<file path="src/rtl/wb_arbiter_if.sv">
// wb_arbiter_if: result-source handshakes, register-file write port, retirement
// and forwarding signals shared between the write-back arbiter and its neighbours.
// Widths come from REG_ADDR_WIDTH / REG_DATA_WIDTH / COMMIT_ID_WIDTH macros.
`ifndef REG_ADDR_WIDTH
`define REG_ADDR_WIDTH 5
`endif
`ifndef REG_DATA_WIDTH
`define REG_DATA_WIDTH 32
`endif
`ifndef COMMIT_ID_WIDTH
`define COMMIT_ID_WIDTH 4
`endif

interface wb_arbiter_if #(
  parameter int unsigned RETIRE_CNT_W = 32
);
  localparam int unsigned AW = `REG_ADDR_WIDTH;
  localparam int unsigned DW = `REG_DATA_WIDTH;
  localparam int unsigned IW = `COMMIT_ID_WIDTH;

  logic                    alu_we_i;
  logic [AW-1:0]           alu_waddr_i;
  logic [DW-1:0]           alu_wdata_i;
  logic [IW-1:0]           alu_commit_id_i;
  logic                    alu_ready_o;

  logic                    mdu_we_i;
  logic [AW-1:0]           mdu_waddr_i;
  logic [DW-1:0]           mdu_wdata_i;
  logic [IW-1:0]           mdu_commit_id_i;
  logic                    mdu_ready_o;

  logic                    lsu_we_i;
  logic [AW-1:0]           lsu_waddr_i;
  logic [DW-1:0]           lsu_wdata_i;
  logic [IW-1:0]           lsu_commit_id_i;
  logic                    lsu_ready_o;

  logic                    rf_we_o;
  logic [AW-1:0]           rf_waddr_o;
  logic [DW-1:0]           rf_wdata_o;
  logic                    commit_valid_o;
  logic [IW-1:0]           commit_id_o;
  logic                    fwd_valid_o;
  logic [AW-1:0]           fwd_waddr_o;
  logic [DW-1:0]           fwd_wdata_o;
  logic [RETIRE_CNT_W-1:0] retire_cnt_o;

  // Arbiter side.
  modport slave (
    input  alu_we_i, alu_waddr_i, alu_wdata_i, alu_commit_id_i,
    input  mdu_we_i, mdu_waddr_i, mdu_wdata_i, mdu_commit_id_i,
    input  lsu_we_i, lsu_waddr_i, lsu_wdata_i, lsu_commit_id_i,
    output alu_ready_o, mdu_ready_o, lsu_ready_o,
    output rf_we_o, rf_waddr_o, rf_wdata_o,
    output commit_valid_o, commit_id_o,
    output fwd_valid_o, fwd_waddr_o, fwd_wdata_o,
    output retire_cnt_o
  );

  // Pipeline / register-file side.
  modport master (
    output alu_we_i, alu_waddr_i, alu_wdata_i, alu_commit_id_i,
    output mdu_we_i, mdu_waddr_i, mdu_wdata_i, mdu_commit_id_i,
    output lsu_we_i, lsu_waddr_i, lsu_wdata_i, lsu_commit_id_i,
    input  alu_ready_o, mdu_ready_o, lsu_ready_o,
    input  rf_we_o, rf_waddr_o, rf_wdata_o,
    input  commit_valid_o, commit_id_o,
    input  fwd_valid_o, fwd_waddr_o, fwd_wdata_o,
    input  retire_cnt_o
  );
endinterface

</file>
<file path="src/rtl/wb_arbiter.sv">
// wb_arbiter: round-robin write-back arbiter for ALU/MDU/LSU results feeding a
// one-entry registered output stage (register-file write + retirement).
// Optional feature macro: WB_FWD_EN enables the operand-bypass outputs fwd_*.
`ifndef REG_ADDR_WIDTH
`define REG_ADDR_WIDTH 5
`endif
`ifndef REG_DATA_WIDTH
`define REG_DATA_WIDTH 32
`endif
`ifndef COMMIT_ID_WIDTH
`define COMMIT_ID_WIDTH 4
`endif

module wb_arbiter #(
  parameter int unsigned RETIRE_CNT_W = 32
) (
  input  logic         clk,
  input  logic         rst_n,
  input  logic         flush_i,
  wb_arbiter_if.slave  bus
);
  localparam int unsigned AW   = `REG_ADDR_WIDTH;
  localparam int unsigned DW   = `REG_DATA_WIDTH;
  localparam int unsigned IW   = `COMMIT_ID_WIDTH;
  localparam int unsigned NSRC = 3;

  typedef enum logic [1:0] {
    PRI_ALU = 2'd0,
    PRI_MDU = 2'd1,
    PRI_LSU = 2'd2
  } pri_e;

  pri_e                    pri_q;
  pri_e                    pri_d;
  logic [NSRC-1:0]         req_c;
  logic [NSRC-1:0]         grant_c;
  logic                    accept_c;
  logic [AW-1:0]           sel_waddr_c;
  logic [DW-1:0]           sel_wdata_c;
  logic [IW-1:0]           sel_id_c;

  logic                    rf_we_q;
  logic [AW-1:0]           rf_waddr_q;
  logic [DW-1:0]           rf_wdata_q;
  logic                    commit_valid_q;
  logic [IW-1:0]           commit_id_q;
  logic [RETIRE_CNT_W-1:0] retire_cnt_q;

  assign req_c = {bus.lsu_we_i, bus.mdu_we_i, bus.alu_we_i};

  // Round-robin pointer: names the source that currently has highest priority.
  always_ff @(posedge clk or negedge rst_n) begin
    if (!rst_n) pri_q <= PRI_ALU;
    else        pri_q <= pri_d;
  end

  // Grant selection and pointer advance; reset and flush suppress every grant.
  always_comb begin
    grant_c = '0;
    pri_d   = pri_q;
    if (rst_n && !flush_i) begin
      case (pri_q)
        PRI_ALU: begin
          if      (req_c[0]) grant_c = 3'b001;
          else if (req_c[1]) grant_c = 3'b010;
          else if (req_c[2]) grant_c = 3'b100;
        end
        PRI_MDU: begin
          if      (req_c[1]) grant_c = 3'b010;
          else if (req_c[2]) grant_c = 3'b100;
          else if (req_c[0]) grant_c = 3'b001;
        end
        PRI_LSU: begin
          if      (req_c[2]) grant_c = 3'b100;
          else if (req_c[0]) grant_c = 3'b001;
          else if (req_c[1]) grant_c = 3'b010;
        end
        default: pri_d = PRI_ALU;
      endcase
    end
    if      (grant_c[0]) pri_d = PRI_MDU;
    else if (grant_c[1]) pri_d = PRI_LSU;
    else if (grant_c[2]) pri_d = PRI_ALU;
  end

  assign accept_c        = |grant_c;
  assign bus.alu_ready_o = grant_c[0];
  assign bus.mdu_ready_o = grant_c[1];
  assign bus.lsu_ready_o = grant_c[2];

  // Payload of the granted source; zero when nothing is granted.
  always_comb begin
    sel_waddr_c = '0;
    sel_wdata_c = '0;
    sel_id_c    = '0;
    if (grant_c[0]) begin
      sel_waddr_c = bus.alu_waddr_i;
      sel_wdata_c = bus.alu_wdata_i;
      sel_id_c    = bus.alu_commit_id_i;
    end else if (grant_c[1]) begin
      sel_waddr_c = bus.mdu_waddr_i;
      sel_wdata_c = bus.mdu_wdata_i;
      sel_id_c    = bus.mdu_commit_id_i;
    end else if (grant_c[2]) begin
      sel_waddr_c = bus.lsu_waddr_i;
      sel_wdata_c = bus.lsu_wdata_i;
      sel_id_c    = bus.lsu_commit_id_i;
    end
  end

  // One-entry output stage, reloaded every cycle; x0 writes retire without writing.
  always_ff @(posedge clk or negedge rst_n) begin
    if (!rst_n) begin
      rf_we_q        <= 1'b0;
      rf_waddr_q     <= '0;
      rf_wdata_q     <= '0;
      commit_valid_q <= 1'b0;
      commit_id_q    <= '0;
      retire_cnt_q   <= '0;
    end else begin
      rf_we_q        <= accept_c && (sel_waddr_c != '0);
      rf_waddr_q     <= sel_waddr_c;
      rf_wdata_q     <= sel_wdata_c;
      commit_valid_q <= accept_c;
      commit_id_q    <= sel_id_c;
      retire_cnt_q   <= retire_cnt_q + RETIRE_CNT_W'(accept_c);
    end
  end

  assign bus.rf_we_o        = rf_we_q;
  assign bus.rf_waddr_o     = rf_waddr_q;
  assign bus.rf_wdata_o     = rf_wdata_q;
  assign bus.commit_valid_o = commit_valid_q;
  assign bus.commit_id_o    = commit_id_q;
  assign bus.retire_cnt_o   = retire_cnt_q;

`ifdef WB_FWD_EN
  // Bypass the pending register-file write to operand fetch.
  assign bus.fwd_valid_o = rf_we_q;
  assign bus.fwd_waddr_o = rf_waddr_q;
  assign bus.fwd_wdata_o = rf_wdata_q;
`else
  assign bus.fwd_valid_o = 1'b0;
  assign bus.fwd_waddr_o = '0;
  assign bus.fwd_wdata_o = '0;
`endif

endmodule

</file>
<file path="src/flat_wrapper.sv">
// flat-port wrapper written by rule: the top's interface ports become plain ports
module wb_arbiter_flat 
#(
  parameter int unsigned RETIRE_CNT_W = 32
)
  (clk, rst_n, flush_i, bus_alu_we_i, bus_alu_waddr_i, bus_alu_wdata_i, bus_alu_commit_id_i, bus_mdu_we_i, bus_mdu_waddr_i, bus_mdu_wdata_i, bus_mdu_commit_id_i, bus_lsu_we_i, bus_lsu_waddr_i, bus_lsu_wdata_i, bus_lsu_commit_id_i, bus_alu_ready_o, bus_mdu_ready_o, bus_lsu_ready_o, bus_rf_we_o, bus_rf_waddr_o, bus_rf_wdata_o, bus_commit_valid_o, bus_commit_id_o, bus_fwd_valid_o, bus_fwd_waddr_o, bus_fwd_wdata_o, bus_retire_cnt_o);
  wb_arbiter_if #(.RETIRE_CNT_W(RETIRE_CNT_W)) bus_i ();
  input  logic clk;
  input  logic rst_n;
  input  logic flush_i;
  input wire logic [$bits(bus_i.alu_we_i)-1:0] bus_alu_we_i;
  input wire logic [$bits(bus_i.alu_waddr_i)-1:0] bus_alu_waddr_i;
  input wire logic [$bits(bus_i.alu_wdata_i)-1:0] bus_alu_wdata_i;
  input wire logic [$bits(bus_i.alu_commit_id_i)-1:0] bus_alu_commit_id_i;
  input wire logic [$bits(bus_i.mdu_we_i)-1:0] bus_mdu_we_i;
  input wire logic [$bits(bus_i.mdu_waddr_i)-1:0] bus_mdu_waddr_i;
  input wire logic [$bits(bus_i.mdu_wdata_i)-1:0] bus_mdu_wdata_i;
  input wire logic [$bits(bus_i.mdu_commit_id_i)-1:0] bus_mdu_commit_id_i;
  input wire logic [$bits(bus_i.lsu_we_i)-1:0] bus_lsu_we_i;
  input wire logic [$bits(bus_i.lsu_waddr_i)-1:0] bus_lsu_waddr_i;
  input wire logic [$bits(bus_i.lsu_wdata_i)-1:0] bus_lsu_wdata_i;
  input wire logic [$bits(bus_i.lsu_commit_id_i)-1:0] bus_lsu_commit_id_i;
  output wire logic [$bits(bus_i.alu_ready_o)-1:0] bus_alu_ready_o;
  output wire logic [$bits(bus_i.mdu_ready_o)-1:0] bus_mdu_ready_o;
  output wire logic [$bits(bus_i.lsu_ready_o)-1:0] bus_lsu_ready_o;
  output wire logic [$bits(bus_i.rf_we_o)-1:0] bus_rf_we_o;
  output wire logic [$bits(bus_i.rf_waddr_o)-1:0] bus_rf_waddr_o;
  output wire logic [$bits(bus_i.rf_wdata_o)-1:0] bus_rf_wdata_o;
  output wire logic [$bits(bus_i.commit_valid_o)-1:0] bus_commit_valid_o;
  output wire logic [$bits(bus_i.commit_id_o)-1:0] bus_commit_id_o;
  output wire logic [$bits(bus_i.fwd_valid_o)-1:0] bus_fwd_valid_o;
  output wire logic [$bits(bus_i.fwd_waddr_o)-1:0] bus_fwd_waddr_o;
  output wire logic [$bits(bus_i.fwd_wdata_o)-1:0] bus_fwd_wdata_o;
  output wire logic [$bits(bus_i.retire_cnt_o)-1:0] bus_retire_cnt_o;
  assign bus_i.alu_we_i = bus_alu_we_i;
  assign bus_i.alu_waddr_i = bus_alu_waddr_i;
  assign bus_i.alu_wdata_i = bus_alu_wdata_i;
  assign bus_i.alu_commit_id_i = bus_alu_commit_id_i;
  assign bus_i.mdu_we_i = bus_mdu_we_i;
  assign bus_i.mdu_waddr_i = bus_mdu_waddr_i;
  assign bus_i.mdu_wdata_i = bus_mdu_wdata_i;
  assign bus_i.mdu_commit_id_i = bus_mdu_commit_id_i;
  assign bus_i.lsu_we_i = bus_lsu_we_i;
  assign bus_i.lsu_waddr_i = bus_lsu_waddr_i;
  assign bus_i.lsu_wdata_i = bus_lsu_wdata_i;
  assign bus_i.lsu_commit_id_i = bus_lsu_commit_id_i;
  assign bus_alu_ready_o = bus_i.alu_ready_o;
  assign bus_mdu_ready_o = bus_i.mdu_ready_o;
  assign bus_lsu_ready_o = bus_i.lsu_ready_o;
  assign bus_rf_we_o = bus_i.rf_we_o;
  assign bus_rf_waddr_o = bus_i.rf_waddr_o;
  assign bus_rf_wdata_o = bus_i.rf_wdata_o;
  assign bus_commit_valid_o = bus_i.commit_valid_o;
  assign bus_commit_id_o = bus_i.commit_id_o;
  assign bus_fwd_valid_o = bus_i.fwd_valid_o;
  assign bus_fwd_waddr_o = bus_i.fwd_waddr_o;
  assign bus_fwd_wdata_o = bus_i.fwd_wdata_o;
  assign bus_retire_cnt_o = bus_i.retire_cnt_o;
  wb_arbiter #(.RETIRE_CNT_W(RETIRE_CNT_W)) u_core (.clk(clk), .rst_n(rst_n), .flush_i(flush_i), .bus(bus_i));
endmodule
</file>
<file path="config.mk">
export PLATFORM = sky130hd
export DESIGN_NAME = wb_arbiter_flat
export DESIGN_NICKNAME = d
export VERILOG_FILES = /design/src/rtl/wb_arbiter_if.sv /design/src/rtl/wb_arbiter.sv /design/src/flat_wrapper.sv
export SDC_FILE = /design/constraint.sdc
export NUM_CORES = 1
export LEC_CHECK = 0
export BUFFER_PORTS_ARGS = -buffer_cell sky130_fd_sc_hd__buf_2
export CORE_MARGIN = 2
export CORE_UTILIZATION = 42
export DETAILED_ROUTE_END_ITERATION = 10
export PLACE_DENSITY = 0.84
export SKIP_CTS_REPAIR_TIMING = 1
export SLEW_MARGIN = 20
export SYNTH_ARGS = -nofsm -noshare
export SYNTH_HDL_FRONTEND = slang
export SYNTH_SLANG_ARGS = --single-unit
</file>
<file path="constraint.sdc">
create_clock -name clk -period 2.95 [get_ports clk]
set_input_delay 0.4425 -clock clk [delete_from_list [all_inputs] [get_ports clk]]
set_output_delay 0.4425 -clock clk [all_outputs]
set_load 0.03 [all_outputs]
</file>
==> reports/results.tsv, run 1 <==
metric	value	unit
Cell Pwr Density	574	nW/um2
post-synth cell types	39	
fin area	4810	um2
overall routing resource usage	21.0	%
worst reg-to-reg setup slack	250	ps
worst path required time	3210	ps
DRC violation count after routing	0	
detailed-router iteration count before antenna repair	9	
antenna violation net count after detailed routing	0	
number of clock sinks	77	
final global-route overflow total	0	
Die H	96.9	um
number of cells on the worst reg-to-reg path	10	
leading area contributor after synthesis	dfrtp_1	
element type at the critical path end	register	
total wire length	10.0	mm
Max Cap Violations	0	
Critical Path End	u_core.bus.retire_cnt_o[30]	
Yosys warnings	0	
overall die width	96.9	um
largest net degree at the start of global routing	61	
I/O pin count	245	
outcome	finished clean	
RSZ-0062 raised after global routing	false	
leakage power summed over all cells	2.90	nW
initial standard-cell utilization of the core	43.7	%
pins over their slew limit	0	
start point of the critical path	u_core.pri_q[0]	
path type of the worst min-delay path	in2async	
layout overhead on the synthesized area	32.6	%
final layout net count	658	
CTS H-tree lvls	3	
maximum resistive drop on vdd	0.267	mV
clock buffers created by TritonCTS	9	
routed vias/inst	5.10	
reg2reg end	u_core.bus.retire_cnt_o[30]	
slew margin rel.	50.3	%
total die area	9400	um2
CP max FO	9	
count of standard-cell rows	33	
fraction of final layout cells sized beyond drive strength 1	44.9	%
Synth area leaders	dfrtp_1 53%, a222oi_1 10%, buf_4 7.9%	
count of state elements after synthesis	77	
instance count after placement with tap cells included	621	
area inside the core boundary	8300	um2
fin crit period	2700	ps
Max Clk Rate	371	MHz
I/O Buffers	206	
Layout fillers	715	
clock tree from TritonCTS	built	
critical register-to-register path startpoint	u_core.pri_q[0]	
share of the clock period used by the worst path after layout	91.4	%
Synth Cell Area	3630	um2
worst setup path category	reg2reg	
drt initial violations	270	
HPWL after DPL	7.96	mm
slew at the pin closest to its max-slew limit	745	ps
Seq/Total Area, Yosys	53.1	%
share of Yosys cell area claimed by the top area cell type	53.1	%
number of global-route vias before repair	3195	
wire length of the first global-routing pass	15.7	mm
count of vias placed by the detailed router	3256	
Startpoint Class	register	
Total Negative Setup Slacks	0	ps
initial antenna violation count	1	
Clock Path Buffers	2	
Worst Skew	10.5	ps
WL/cell	15.7	um
number of cells produced by synthesis	321	
placer's final routability congestion estimate	0.852	
total placed instance area	4610	um2
average size of a mapped cell	11.3	um2
clock-pin slew on the worst setup and hold paths	90	ps
root cell of the clock tree	clkbuf_8	
post-route insts no fill	638	
number of failing hold endpoints at the final stage	0	
worst-skew pair later-pin latency	350	ps
count of endpoints failing setup in the final report	0	
final-layout worst hold slack	97.9	ps
Worst Path Arrival	2960	ps
worst min-delay path by stage:
| stage | end | depth (start not counted) | from | slack [ps] |
|---|---|---|---|---|
| detailed placement | u_core.bus.retire_cnt_o[31] | 1 | u_core.bus.retire_cnt_o[31] | 460 |
| global route | u_core.bus.retire_cnt_o[11] | 2 | rst_n | 100 |
| finish | u_core.bus.retire_cnt_o[13] | 2 | rst_n | 100 |
| global placement | u_core.bus.retire_cnt_o[31] | 1 | u_core.bus.retire_cnt_o[31] | 450 |
| floorplan | u_core.bus.commit_id_o[0] | 0 | rst_n | 150 |
| CTS | u_core.bus.retire_cnt_o[11] | 2 | rst_n | 80 |
placed cells by master, fill, tap and decap left out, drive strengths merged:
| cell | instances |
|---|---|
| xnor2 | 22 |
| and4 | 4 |
| and2 | 4 |
| and2b | 1 |
| nand3b | 1 |
| or3 | 2 |
| o221ai | 1 |
| nand4 | 8 |
| clkinvlp | 2 |
| conb | 38 |
| diode | 1 |
| clkinv | 1 |
| o31ai | 1 |
| bufinv | 1 |
| xor2 | 8 |
| a22o | 1 |
| a31oi | 1 |
| nor2b | 1 |
| a221o | 4 |
| a222oi | 37 |
| nor4 | 1 |
| nand2 | 12 |
| and3 | 4 |
| nor2 | 12 |
| o21a | 2 |
| nand2b | 1 |
| o21ai | 1 |
| nand3 | 15 |
| buf | 211 |
| ha | 2 |
| inv | 42 |
| dfrtp | 77 |
| clkbuf | 10 |
| nor3 | 4 |
report_power, final:
part | switching (mW) | internal [mW]
combinational | 0.491 | 0.227
clock | 0.408 | 0.399
sequential | 0.0731 | 1.16
synthesized netlist by cell type, drive strengths merged:
| cell | instances |
|---|---|
| dfrtp | 77 |
| buf | 48 |
| inv | 40 |
| a222oi | 37 |
| xnor2 | 22 |
| nand3 | 15 |
| nand2 | 12 |
| nor2 | 12 |
| nand4 | 8 |
| xor2 | 8 |
| clkbuf | 5 |
| a221o | 4 |
| and2 | 4 |
| and3 | 4 |
| and4 | 4 |
| nor3 | 4 |
| ha | 2 |
| o21a | 2 |
| or3 | 2 |
| a22o | 1 |
| a31oi | 1 |
| and2b | 1 |
| conb | 1 |
| nand2b | 1 |
| nand3b | 1 |
| nor2b | 1 |
| nor4 | 1 |
| o21ai | 1 |
| o221ai | 1 |
| o31ai | 1 |
worst max-delay path: stages (launching register included):
cell	delay [ps]
dfrtp_1	440
o21a_1	270
nor3_4	300
or3_1	220
ha_1	240
ha_1	310
nand3_1	130
nor2_2	230
nand3_2	130
nor3_1	200
xnor2_1	150
final cells by class:
cell class / instances / area (um2) / share of cell area, %
inverter: 40 / 150 / 3.12
sequential: 77 / 1930 / 40.1
antenna: 1 / 2.50 / 0.0520
clock inverter: 6 / 71.3 / 1.48
timing repair buffer: 211 / 1070 / 22.3
clock buffer: 10 / 128 / 2.65
multi-input combinational: 188 / 1330 / 27.6
tap: 105 / 131 / 2.73
sequential cells by signal, indices dropped and copies added, names as in the netlist:
name                       count
u_core.bus.commit_id_o         4
u_core.bus.commit_valid_o      1
u_core.bus.retire_cnt_o       32
u_core.bus.rf_waddr_o          5
u_core.bus.rf_wdata_o         32
u_core.bus.rf_we_o             1
u_core.pri_q                   2
logic make-up after synthesis:
family / share of synthesized area, %
other: 0.103
XOR/XNOR: 7.24
AO/OA/AOI/OAI: 12.7
buffers and inverters: 14.4
adder cells (fa/ha/maj): 0.690
flip-flops: 53.1
AND/OR/NAND/NOR: 11.7
per-stage QoR:
stage                     utilization (%)  total power [mW]  setup slack [ps]
after CTS                            57.9              2.79               262
after detailed placement             55.5              1.98              63.8
final                                58.0              2.76               255
after global placement               55.5              1.95               224
after floorplan                         -              1.73               325
after global routing                 58.0              2.88              32.4
per-layer routing:
metal / part of all wire, % / global-route usage [%] / up-vias
met5: 0 / 0 / -
met4: 2.7 / 9.10 / 0
met3: 8.4 / 4.41 / 25
met2: 51 / 36.3 / 193
met1: 38 / 25.1 / 1556
li1: - / - / 1482
No activity file was read; power rests on OpenSTA's default activity.
==> run 2, diff against run 1 <==
--- a/config.mk
+++ b/config.mk
@@ -10,6 +10,7 @@
 export CORE_UTILIZATION = 42
 export DETAILED_ROUTE_END_ITERATION = 10
 export PLACE_DENSITY = 0.84
+export RECOVER_POWER = 100
 export SKIP_CTS_REPAIR_TIMING = 1
 export SLEW_MARGIN = 20
 export SYNTH_ARGS = -nofsm -noshare
==> reports/results.tsv, run 2 (synthesized netlist as in run 1, its figures left out) <==
metric	value	unit	change
outcome	finished clean		
number of failing hold endpoints at the final stage	0		unchanged
Max Cap Violations	0		unchanged
clock buffers created by TritonCTS	9		unchanged
Critical Path Slowest Stage Cell	clkbuf_2		
count of endpoints failing setup in the final report	0		unchanged
worst setup path category	reg2out		
number of cells on the worst reg-to-reg path	10		unchanged
most frequent cells in the layout	129 x buf_2, 77 x clkbuf_1, 77 x dfrtp_1		
Clock Path Buffers	2		unchanged
Layout fillers	762		+6.6%
total wire length	10.1	mm	+0.98%
Cell Pwr Density	583	nW/um2	+1.6%
fin crit period	2730	ps	+34.2 ps
DRC violation count after routing	0		unchanged
element type at the critical path end	primary output		
initial standard-cell utilization of the core	43.7	%	unchanged
number of clock sinks	77		unchanged
drt initial violations	272		+0.74%
maximum resistive drop on vdd	0.264	mV	-0.84%
count of vias placed by the detailed router	3278		+0.68%
I/O pin count	245		unchanged
cell mode on critical path	clkbuf_2		
maximum cell stage delay along the critical path	640	ps	+200 ps
worst path required time	2510	ps	-700 ps
count of standard-cell rows	33		unchanged
Die H	96.9	um	unchanged
worst-skew pair later-pin latency	340	ps	about the same
hold path depth	3		
critical register-to-register path startpoint	u_core.pri_q[0]		
largest net degree at the start of global routing	61		unchanged
fraction of final layout cells sized beyond drive strength 1	29.9	%	-15 points
routed vias/inst	5.14		+0.68%
RSZ-0062 raised after global routing	false		
clock tree from TritonCTS	built		
HPWL after DPL	7.96	mm	unchanged
Bufs and invs on worst path	3		+3
slew margin rel.	3.23	%	-47 points
area inside the core boundary	8300	um2	unchanged
detailed-router iteration count before antenna repair	9		unchanged
initial antenna violation count	1		unchanged
number of global-route vias before repair	3195		unchanged
leakage power summed over all cells	2.59	nW	-11%
Max Clk Rate	366	MHz	-1.3%
share of the clock period used by the worst path after layout	92.5	%	+1.2 points
I/O Buffers	206		unchanged
pins over their slew limit	0		unchanged
leading cell type in the layout, fill and taps excluded	buf_2		
worst reg-to-reg setup slack	260	ps	about the same
Startpoint Class	register		
CTS H-tree lvls	3		unchanged
start point of the critical path	u_core.pri_q[0]		
total die area	9400	um2	unchanged
CP max FO	38		+29
root cell of the clock tree	clkbuf_8		
launch instance of the worst min-delay path	bus_lsu_wdata_i[25]		
placer's final routability congestion estimate	0.852		unchanged
path type of the worst min-delay path	in2reg		
sum of internal, switching and leakage power	2.73	mW	-1.0%
Worst Skew	10.6	ps	+0.145 ps
clock-pin slew on the worst setup and hold paths	90	ps	about the same
overall die width	96.9	um	unchanged
Total Negative Setup Slacks	0	ps	unchanged
slew at the pin closest to its max-slew limit	1450	ps	+706 ps
Levels on crit path	5		-5
category of cells accounting for the largest share of critical-path delay	buffers and inverters		
antenna violation net count after detailed routing	0		unchanged
Worst Path Arrival	2290	ps	-670 ps
final global-route overflow total	0		unchanged
final layout net count	658		unchanged
WL/cell	15.9	um	+0.98%
layout overhead on the synthesized area	29.2	%	
wire length of the first global-routing pass	15.7	mm	unchanged
overall routing resource usage	21.0	%	unchanged
worst path cell trace	inv_1 -> a22o_1 -> and3_1 -> clkbuf_2 -> clkbuf_2		
-- run 2: worst paths after layout --
kind / to
max: bus_lsu_ready_o
min: u_core.bus.rf_wdata_o[25]
max reg2reg: u_core.bus.retire_cnt_o[30]
min reg2reg: u_core.bus.retire_cnt_o[31]
max in group asynchronous: u_core.bus.rf_we_o
min in group asynchronous: u_core.bus.retire_cnt_o[13]
-- run 2: worst register-to-register path, stage by stage (launching register included) --
cell	delay [ps]
dfrtp_1	430
o21a_1	270
nor3_4	300
or3_1	220
ha_1	240
ha_1	310
nand3_1	130
nor2_2	230
nand3_2	130
nor3_1	210
xnor2_1	150
-- run 2: per-layer routing --
layer  share of wire, %  routed length (um)  up-vias  track usage (%)
met5                  0                   0        -                0
met4                2.5                 250        0             9.10
met3                9.2                 930       26             4.41
met2                 51                5140      215             36.3
met1                 38                3820     1556             25.1
li1                   -                   -     1481                -
-- run 2: through the flow --
| step | instances | util (%) | setup WS (ps) | hold slack [ps] | cell area (um2) |
|---|---|---|---|---|---|
| after floorplan | 358 | - | 325 | 147 | 3770 |
| after global placement | 621 | 55.5 | 224 | 455 | 4610 |
| after detailed placement | 621 | 55.5 | 63.8 | 460 | 4610 |
| after CTS | 637 | 57.9 | 262 | 77.0 | 4810 |
| after global routing | 638 | 56.5 | 44.5 | 295 | 4690 |
| final | 638 | 56.5 | 220 | 311 | 4690 |
-- run 2: report_power, final --
part           internal [mW]  switching, mW  leakage, nW
clock network          0.399          0.411       0.0935
logic                  0.195          0.491         1.46
registers               1.16         0.0754         1.04
total                   1.75          0.977         2.59
-- run 2: cell type report --
| cell class | count | area, um2 | area share, % |
|---|---|---|---|
| clock inverters | 6 | 71.3 | 1.52 |
| multi-input cells | 188 | 1320 | 28.0 |
| inverters | 40 | 150 | 3.20 |
| clock buffers | 10 | 128 | 2.72 |
| diodes | 1 | 2.50 | 0.0534 |
| repair buffers | 211 | 963 | 20.5 |
| well taps | 105 | 131 | 2.80 |
| flip-flops and latches | 77 | 1930 | 41.1 |
